===== src/rtl/sobel_frame_loader.sv =====
// Serial 1-bit pixel loader feeding mySobel: assembles a WIDTH x HEIGHT frame in a
// shadow buffer and commits it atomically to frame_out. Optional macro: SOF_RESYNC_EN.
module sobel_frame_loader #(
  parameter int WIDTH  = 9,
  parameter int HEIGHT = 9
) (
  input  logic                      dclk,
  input  logic                      clr,
  input  logic                      pix_in,
  input  logic                      pix_valid,
  input  logic                      sof,
  output logic                      pix_ready,
  output logic [0:WIDTH*HEIGHT-1]   frame_out,
  output logic                      frame_valid,
  input  logic                      frame_ack,
  output logic [7:0]                frame_count
);

  localparam int N  = WIDTH * HEIGHT;
  localparam int CW = $clog2(WIDTH);
  localparam int RW = $clog2(HEIGHT);
  localparam int IW = $clog2(N);

  typedef enum logic [1:0] {IDLE, LOAD, FULL} state_t;

  state_t          r_state;
  logic [CW-1:0]   r_col;
  logic [RW-1:0]   r_row;
  logic [0:N-1]    r_shadow;
  logic [0:N-1]    r_frame_out;
  logic            r_frame_valid;
  logic [7:0]      r_frame_count;

  logic            w_accept;
  logic            w_slot_free;
  logic            w_commit;
  logic            w_last;
  logic            w_col_end;
  logic [IW-1:0]   w_idx;

  assign pix_ready   = (r_state != FULL);
  assign w_accept    = pix_valid && pix_ready;
  assign w_slot_free = !r_frame_valid || frame_ack;
  assign w_commit    = (r_state == FULL) && w_slot_free;
  assign w_col_end   = (r_col == CW'(WIDTH - 1));
  assign w_last      = w_col_end && (r_row == RW'(HEIGHT - 1));
  assign w_idx       = IW'(int'(r_row) * WIDTH + int'(r_col));

  assign frame_out   = r_frame_out;
  assign frame_valid = r_frame_valid;
  assign frame_count = r_frame_count;

  always_ff @(posedge dclk) begin
    if (clr) begin
      r_state       <= IDLE;
      r_col         <= '0;
      r_row         <= '0;
      r_shadow      <= '0;
      r_frame_out   <= '0;
      r_frame_valid <= 1'b0;
      r_frame_count <= '0;
    end else begin
      case (r_state)
        IDLE: begin
          // Only a start-of-frame pixel opens a frame; anything else is dropped.
          if (w_accept && sof) begin
            r_shadow[0] <= pix_in;
            r_col       <= CW'(1);
            r_row       <= '0;
            r_state     <= LOAD;
          end
        end
        LOAD: begin
          if (w_accept) begin
`ifdef SOF_RESYNC_EN
            if (sof && (w_idx != '0)) begin
              r_shadow[0] <= pix_in;
              r_col       <= CW'(1);
              r_row       <= '0;
            end else
`endif
            begin
              r_shadow[w_idx] <= pix_in;
              if (w_last) begin
                r_col   <= '0;
                r_row   <= '0;
                r_state <= FULL;
              end else if (w_col_end) begin
                r_col <= '0;
                r_row <= r_row + RW'(1);
              end else begin
                r_col <= r_col + CW'(1);
              end
            end
          end
        end
        FULL: begin
          if (w_slot_free) begin
            r_frame_out   <= r_shadow;
            r_frame_valid <= 1'b1;
            r_frame_count <= r_frame_count + 8'd1;
            r_state       <= IDLE;
          end
        end
        default: r_state <= IDLE;
      endcase

      // An ack retires the frame unless a fresh commit replaces it on the same edge.
      if (r_frame_valid && frame_ack && !w_commit)
        r_frame_valid <= 1'b0;
    end
  end

endmodule

===== config.mk =====
export PLATFORM = sky130hd
export DESIGN_NAME = sobel_frame_loader
export DESIGN_NICKNAME = d
export VERILOG_FILES = /design/src/rtl/sobel_frame_loader.sv
export SDC_FILE = /design/constraint.sdc
export NUM_CORES = 1
export LEC_CHECK = 0
export ABC_CLOCK_PERIOD_IN_PS = 5200
export BUFFER_PORTS_ARGS = -buffer_cell sky130_fd_sc_hd__buf_2
export CORE_UTILIZATION = 45
export DETAILED_ROUTE_END_ITERATION = 7
export MAX_ROUTING_LAYER = met4
export SYNTH_ARGS = -nofsm -noshare
export SYNTH_HDL_FRONTEND = slang
export SYNTH_SLANG_ARGS = --single-unit
export TNS_END_PERCENT = 30

===== constraint.sdc =====
create_clock -name dclk -period 5.2 [get_ports dclk]
set_input_delay 1.04 -clock dclk [delete_from_list [all_inputs] [get_ports dclk]]
set_output_delay 1.04 -clock dclk [all_outputs]
set_load 0.02 [all_outputs]

**Word-level counts from Yosys, hierarchy flattened**

Index checks and enable logic that the tools add are counted.

- Flip-flop bits (word level): 181
- Bits in latches: 0
- Memory bits (writable): 0
- Bits in read-only memories: 0
- Output and inout bits: 91
- Memories kept: 0

- Add/sub/neg operators: 4
- Multipliers: 1
- Div/mod/pow operators: 0
- Order comparisons: 2
- Equality and inequality tests: 10
- Shift operators: 0
- Muxes and demuxes: 21
- Bitwise operators: 1
- Reductions and logical operators: 18

Operators with widths:

| kind | number |
|---|---|
| 81-bit bitwise mux | 1 |
| 81-bit 2-to-1 mux | 1 |
| 4-bit 2-to-1 mux | 8 |
| 4-bit one-hot mux with 2 select lines | 2 |
| 2-bit inequality test, second input constant | 5 |
| 4-bit by 1-bit adder with 4-bit output, second input constant | 2 |
| 8-bit by 1-bit adder with 8-bit output, second input constant | 1 |
| 4-bit equality test, second input constant | 2 |
| 8-bit >= comparator, second input constant | 1 |
| 8-bit by 1-bit less-than comparator with 1-bit output, second input constant | 1 |
| 2-bit 2-to-1 mux | 4 |
| 7-bit inverter with 8-bit output | 1 |
| 4-bit AND reduction | 2 |
| 7-bit by 4-bit adder with 7-bit output | 1 |
| 1-bit demux with 7-bit select | 1 |
| 1-bit logical AND | 7 |
| 4-bit by 4-bit multiplier with 7-bit output, second input constant | 1 |
| 2-bit one-hot mux with 3 select lines | 1 |
| 2-bit AND reduction | 2 |
| 3-bit inequality test, second input constant | 1 |
| 3-bit AND reduction | 1 |
| 2-bit by 1-bit equality test with 1-bit output, second input constant | 1 |
| 2-bit equality test, second input constant | 1 |
| 1-bit logical NOT | 2 |
| other kinds (6) | 7 |

**Depth between registers and ports, before layout**

- Word-level depth: 10
- Mapped depth: 12
- Mapped depth without buffers: 8

**Worst setup path after synthesis**

OpenSTA, ideal clock, no wires.

- Path kind: register -> register
- From: reg r_row[3]
- To: reg r_shadow[72] in the netlist's numbering
- Setup time: 0.132 ns
- Data arrival time: 2.838 ns
- Data required time: 5.068 ns
- Setup slack: 2.229 ns
- Cell stages (with the launch flop): 11
- Path buffers: 2
- Period minus slack after synthesis: 2.971 ns
- Cells stage by stage: dfxtp_1 ha_1 ha_1 ha_1 buf_2 and3_1 a221oi_4 xnor2_1 buf_2 nand4_1 mux2i_1

- Word-level cells in the longest chain between the ends: 8
- Elaborated cells between the ends (all ways): 9
- Classes of those cells: 1 x add/sub; 1 x mul; 2 x order compare; 3 x mux; 1 x bitwise; 1 x reduce/logical

Ends and longest elaborated chain:

| element | RTL line | text |
|---|---|---|
| start: declaration | 28 | `logic [RW-1:0] r_row;` |
| start signal: assignment | 90 | `r_row <= r_row + RW'(1);` |
| 4-bit by 4-bit multiplier with 7-bit output * | 47 | `assign w_idx = IW'(int'(r_row) * WIDTH + int'(r_col));` |
| 7-bit by 4-bit adder with 7-bit output * | 47 |  |
| 7-bit inverter with 8-bit output (implied by the code) * | 83 | `r_shadow[w_idx] <= pix_in;` |
| 8-bit >= comparator (implied by the code) or 8-bit by 1-bit less-than comparator with 1-bit output (tied branches) | 83 |  |
| 1-bit logical AND (implied by the code) | 83 |  |
| 1-bit 2-to-1 mux (implied by the code) | 83 |  |
| 1-bit demux with 7-bit select * | 83 |  |
| 81-bit bitwise mux * | 83 |  |
| end signal: indexed assignment | 83 |  |
| end: declaration | 29 | `logic [0:N-1] r_shadow;` |

Mark *: on every way between the ends. The rest lies on a longest branch, timed or not.
A chain may end at the register's enable or synchronous reset.

**Worst setup path in the final report**

- From: reg r_row[3]
- To: reg r_shadow[0] in the netlist's numbering

- Word-level cells in the longest chain between the ends: 10
- Elaborated cells between the ends (all ways): 11
- Classes of those cells: 1 x add/sub; 1 x mul; 2 x order compare; 5 x mux; 1 x bitwise; 1 x reduce/logical

Ends and longest elaborated chain:

| element | RTL line | text |
|---|---|---|
| 4-bit by 4-bit multiplier with 7-bit output * | 47 |  |
| 7-bit by 4-bit adder with 7-bit output * | 47 |  |
| 7-bit inverter with 8-bit output (implied by the code) * | 83 |  |
| 8-bit >= comparator (implied by the code) or 8-bit by 1-bit less-than comparator with 1-bit output (tied branches) | 83 |  |
| 1-bit logical AND (implied by the code) | 83 |  |
| 1-bit 2-to-1 mux (implied by the code) | 83 |  |
| 1-bit demux with 7-bit select * | 83 |  |
| 81-bit bitwise mux * | 83 |  |
| 81-bit 2-to-1 mux * | 74 | `if (w_accept) begin` |
| 1-bit one-hot mux with 2 select lines * | 63 | `case (r_state)` |

Mark *: on every way between the ends. The rest lies on a longest branch, timed or not. The select of a mux whose other input is x is not followed.

==> flow_summary.toml <==
[outcome]
status = "complete, no violations"

[job]
drv_cap = 0

[sta]
setup_ws_ns = 1.70
rsz0062_at_grt = "false"
hold_viol_final = 0
setup_violations = 0
max_slew_margin_pct = 27.1
tightest_slew_ns = 1.09
tns_ns = 0
skew_ns = 0.00807
period_share_pct = 67.3
maxSlewViolCount = 0
finalCriticalPeriod_ns = 3.50
fmax_mhz = 286
timing.hold.ws_ns = 0.449

[floorplanning]
start_util_pct = 45.9
rows = 48
core_um2 = 17200
ios = 97
fp.dieH_um = 135
die_w_um = 135
die_area_um2 = 18100

[cells_and_area]
syn_to_final_growth_pct = 14.3
antenna_cells = 0
fin_nets = 976
layout-drive-gt1-share_pct = 16.2
layout_common_cells = "dfxtp_1, nand2_1, buf_2"
nFillCells = 1614
multi_input_comb_area_um2 = 3920
final_common_cell = "dfxtp_1"
final_cell_area_um2 = 9050
seqCellArea_um2 = 3620

[power]
vdd_drop_max_mv = 0.260
p_total_uw = 2820
p_leak_uw = 0.00386
power_density_nw_per_um2 = 311

[worst_setup_path]
r2r_end = "r_shadow[0]$_SDFFE_PP0P_"
cp-start-kind = "flop"
reg2regPathDepth = 9
path_delay_family = "adder cells"
r2r_start = "r_row[3]$_SDFFE_PP0P_"
crit_top_cell = "ha_1"
crit_path_start = "r_row[3]$_SDFFE_PP0P_"
regToRegSetupSlack_ns = 1.70
crit_path_max_incr_delay_ns = 0.53
cp-end-kind = "flop"
cp_cell_sequence = "ha_1, ha_1, ha_1, and3_1, a221oi_4, xor2_4, buf_4, nand4_1, mux2_1"
cp.buffers_inverters = 1
worst_path_max_delay_cell = "dfxtp_1"
crit_path_end = "r_shadow[0]$_SDFFE_PP0P_"
cp.depth = 9
worstPathArrival_ns = 3.81
critPathMaxFanout = 64
required_ns = 5.51
crit_type = "flop to flop"

[route]
routed-via-count = 6253
drc = 0
initialDrtViolationCount = 351
wl_mm = 18.1
wl_per_cell_um = 15.2
first_pass_iters = 5
via_per_inst = 5.25
postRouteAntennaNets = 0

[synth]
yosysTopAreaCell = "dfxtp_1"
ys_top_cells_by_area = "dfxtp_1, mux2i_1, nand2_1, nand2b_1, nand4_1"
synth_seq_area_share_pct = 45.8
synth_cell_types = 51
yosysWarnings = 0
synthCells = 900
synth_top_cell_area_share_pct = 45.8
async_reset_ff_share_pct = 0
syn_avg_cell_area_um2 = 8.79
ys_ff_latch = 181
synth_edf_count = 0
synthesis.area_um2 = 7910
synth_fp_nets = 923
synth_ff_type = "dfxtp_1"

[placed_design]
place_ws_ns = 1.72
numPortBuffers = 96
placed_cell_area_um2 = 8450
hpwl_mm = 11.4
place.gp.congestion = 0.868

[cts]
root_buffer = "clkbuf_16"
insertion_delay_ns = 0.43
cts-resized-gates = 0
cts_tree = "yes"
cts_inserted_buffers = 17
cts.clk_slew.worst_paths_ns = 0.06
hold_buffers = 0
cts_buffer_depth = 2
clock-sinks = 181
htree_levels = 4
cts_post_setup_buffers_inserted = 0

[global_routing]
grt_pass1_wl_mm = 29.8
antenna_found_initial = 0
grtUsageTotal_pct = 21.4
grt-ovfl-total = 0
grt_pass1_vias = 5863
grt_max_degree = 80

[worst_hold_path]
min_path_type = "flop to flop"
[kinds of logic after synthesis]
family	share of synthesized area (%)
flops	45.8
mux	10.5
simple gates	26.5
compound gates	7.95
fa+ha+maj	2.78
xor+xnor	1.57
buf+inv	4.93
[state kept, by name (all words and copies together) (netlist names)]
signal       cells
r_state          2
frame_out       81
r_col            4
r_row            4
r_shadow        81
frame_count      8
frame_valid      1
[cells in the mapped netlist (2+ instances only)]
cell type    n
nand2_1    175
buf_2        8
buf_6        8
a211oi_1     3
and3_1       3
nand3b_1     2
nor3_2       2
ha_1        16
o21a_1       2
nor2b_1      3
xor2_1       7
nand3_1      7
inv_1        7
dfxtp_1    181
or2_2        3
mux2i_1     81
nand2b_1    90
nor3_1       8
o21ai_0      4
nand4_1     84
nor2_1      21
a21oi_1     91
o32ai_1      2
clkbuf_1    60
xnor2_1      4
a21o_1       2
nor4_1       2
[power breakdown]
| group | leakage (µW) | switching (µW) | internal, µW | total [µW] |
|---|---|---|---|---|
| clock network | 0.000286 | 544 | 767 | 1310 |
| registers | 0.00146 | 5.52 | 1390 | 1400 |
| logic | 0.00212 | 76.7 | 33.3 | 110 |
[metrics by stage]
step	util, %	std cells
CTS	52.5	1190
detailed placement	49.0	1159
global placement	49.0	1159
floorplan	-	900
global route	52.5	1190
finish	52.5	1190
[cell type report]
| type | count | share of cell area [%] |
|---|---|---|
| multi-input cells | 634 | 43.3 |
| clock inverters | 12 | 1.70 |
| inverters | 7 | 0.290 |
| well taps | 225 | 3.11 |
| clock buffers | 19 | 4.90 |
| repair buffers | 112 | 6.67 |
| flip-flops and latches | 181 | 40.1 |
[how the worst min path moves through the flow]
stage | startpoint | to | slack [ns] | cells past startpoint
global route | frame_out[47]$_SDFFE_PP0P_ | frame_out[47]$_SDFFE_PP0P_ | 0.47 | 2
finish | frame_out[41]$_SDFFE_PP0P_ | frame_out[41]$_SDFFE_PP0P_ | 0.45 | 2
global placement | frame_out[7]$_SDFFE_PP0P_ | frame_out[7]$_SDFFE_PP0P_ | 0.44 | 2
floorplan | r_shadow[10]$_SDFFE_PP0P_ | frame_out[10]$_SDFFE_PP0P_ | 0.43 | 2
detailed placement | frame_out[78]$_SDFFE_PP0P_ | frame_out[78]$_SDFFE_PP0P_ | 0.44 | 2
CTS | frame_out[78]$_SDFFE_PP0P_ | frame_out[78]$_SDFFE_PP0P_ | 0.45 | 2
[worst min-delay path, cell delays in order, from the launching register on]
cell	delay (ns)
dfxtp_1	0.30
nand2_1	0.05
a21oi_1	0.05
[layer usage]
layer / GRT usage, % / wire [µm]
met3: 4.73 / 723
met1: 28.6 / 8980
met5: - / 0
met4: 6.87 / 284
met2: 32.2 / 8130
Power figures use the tool's default switching activity.
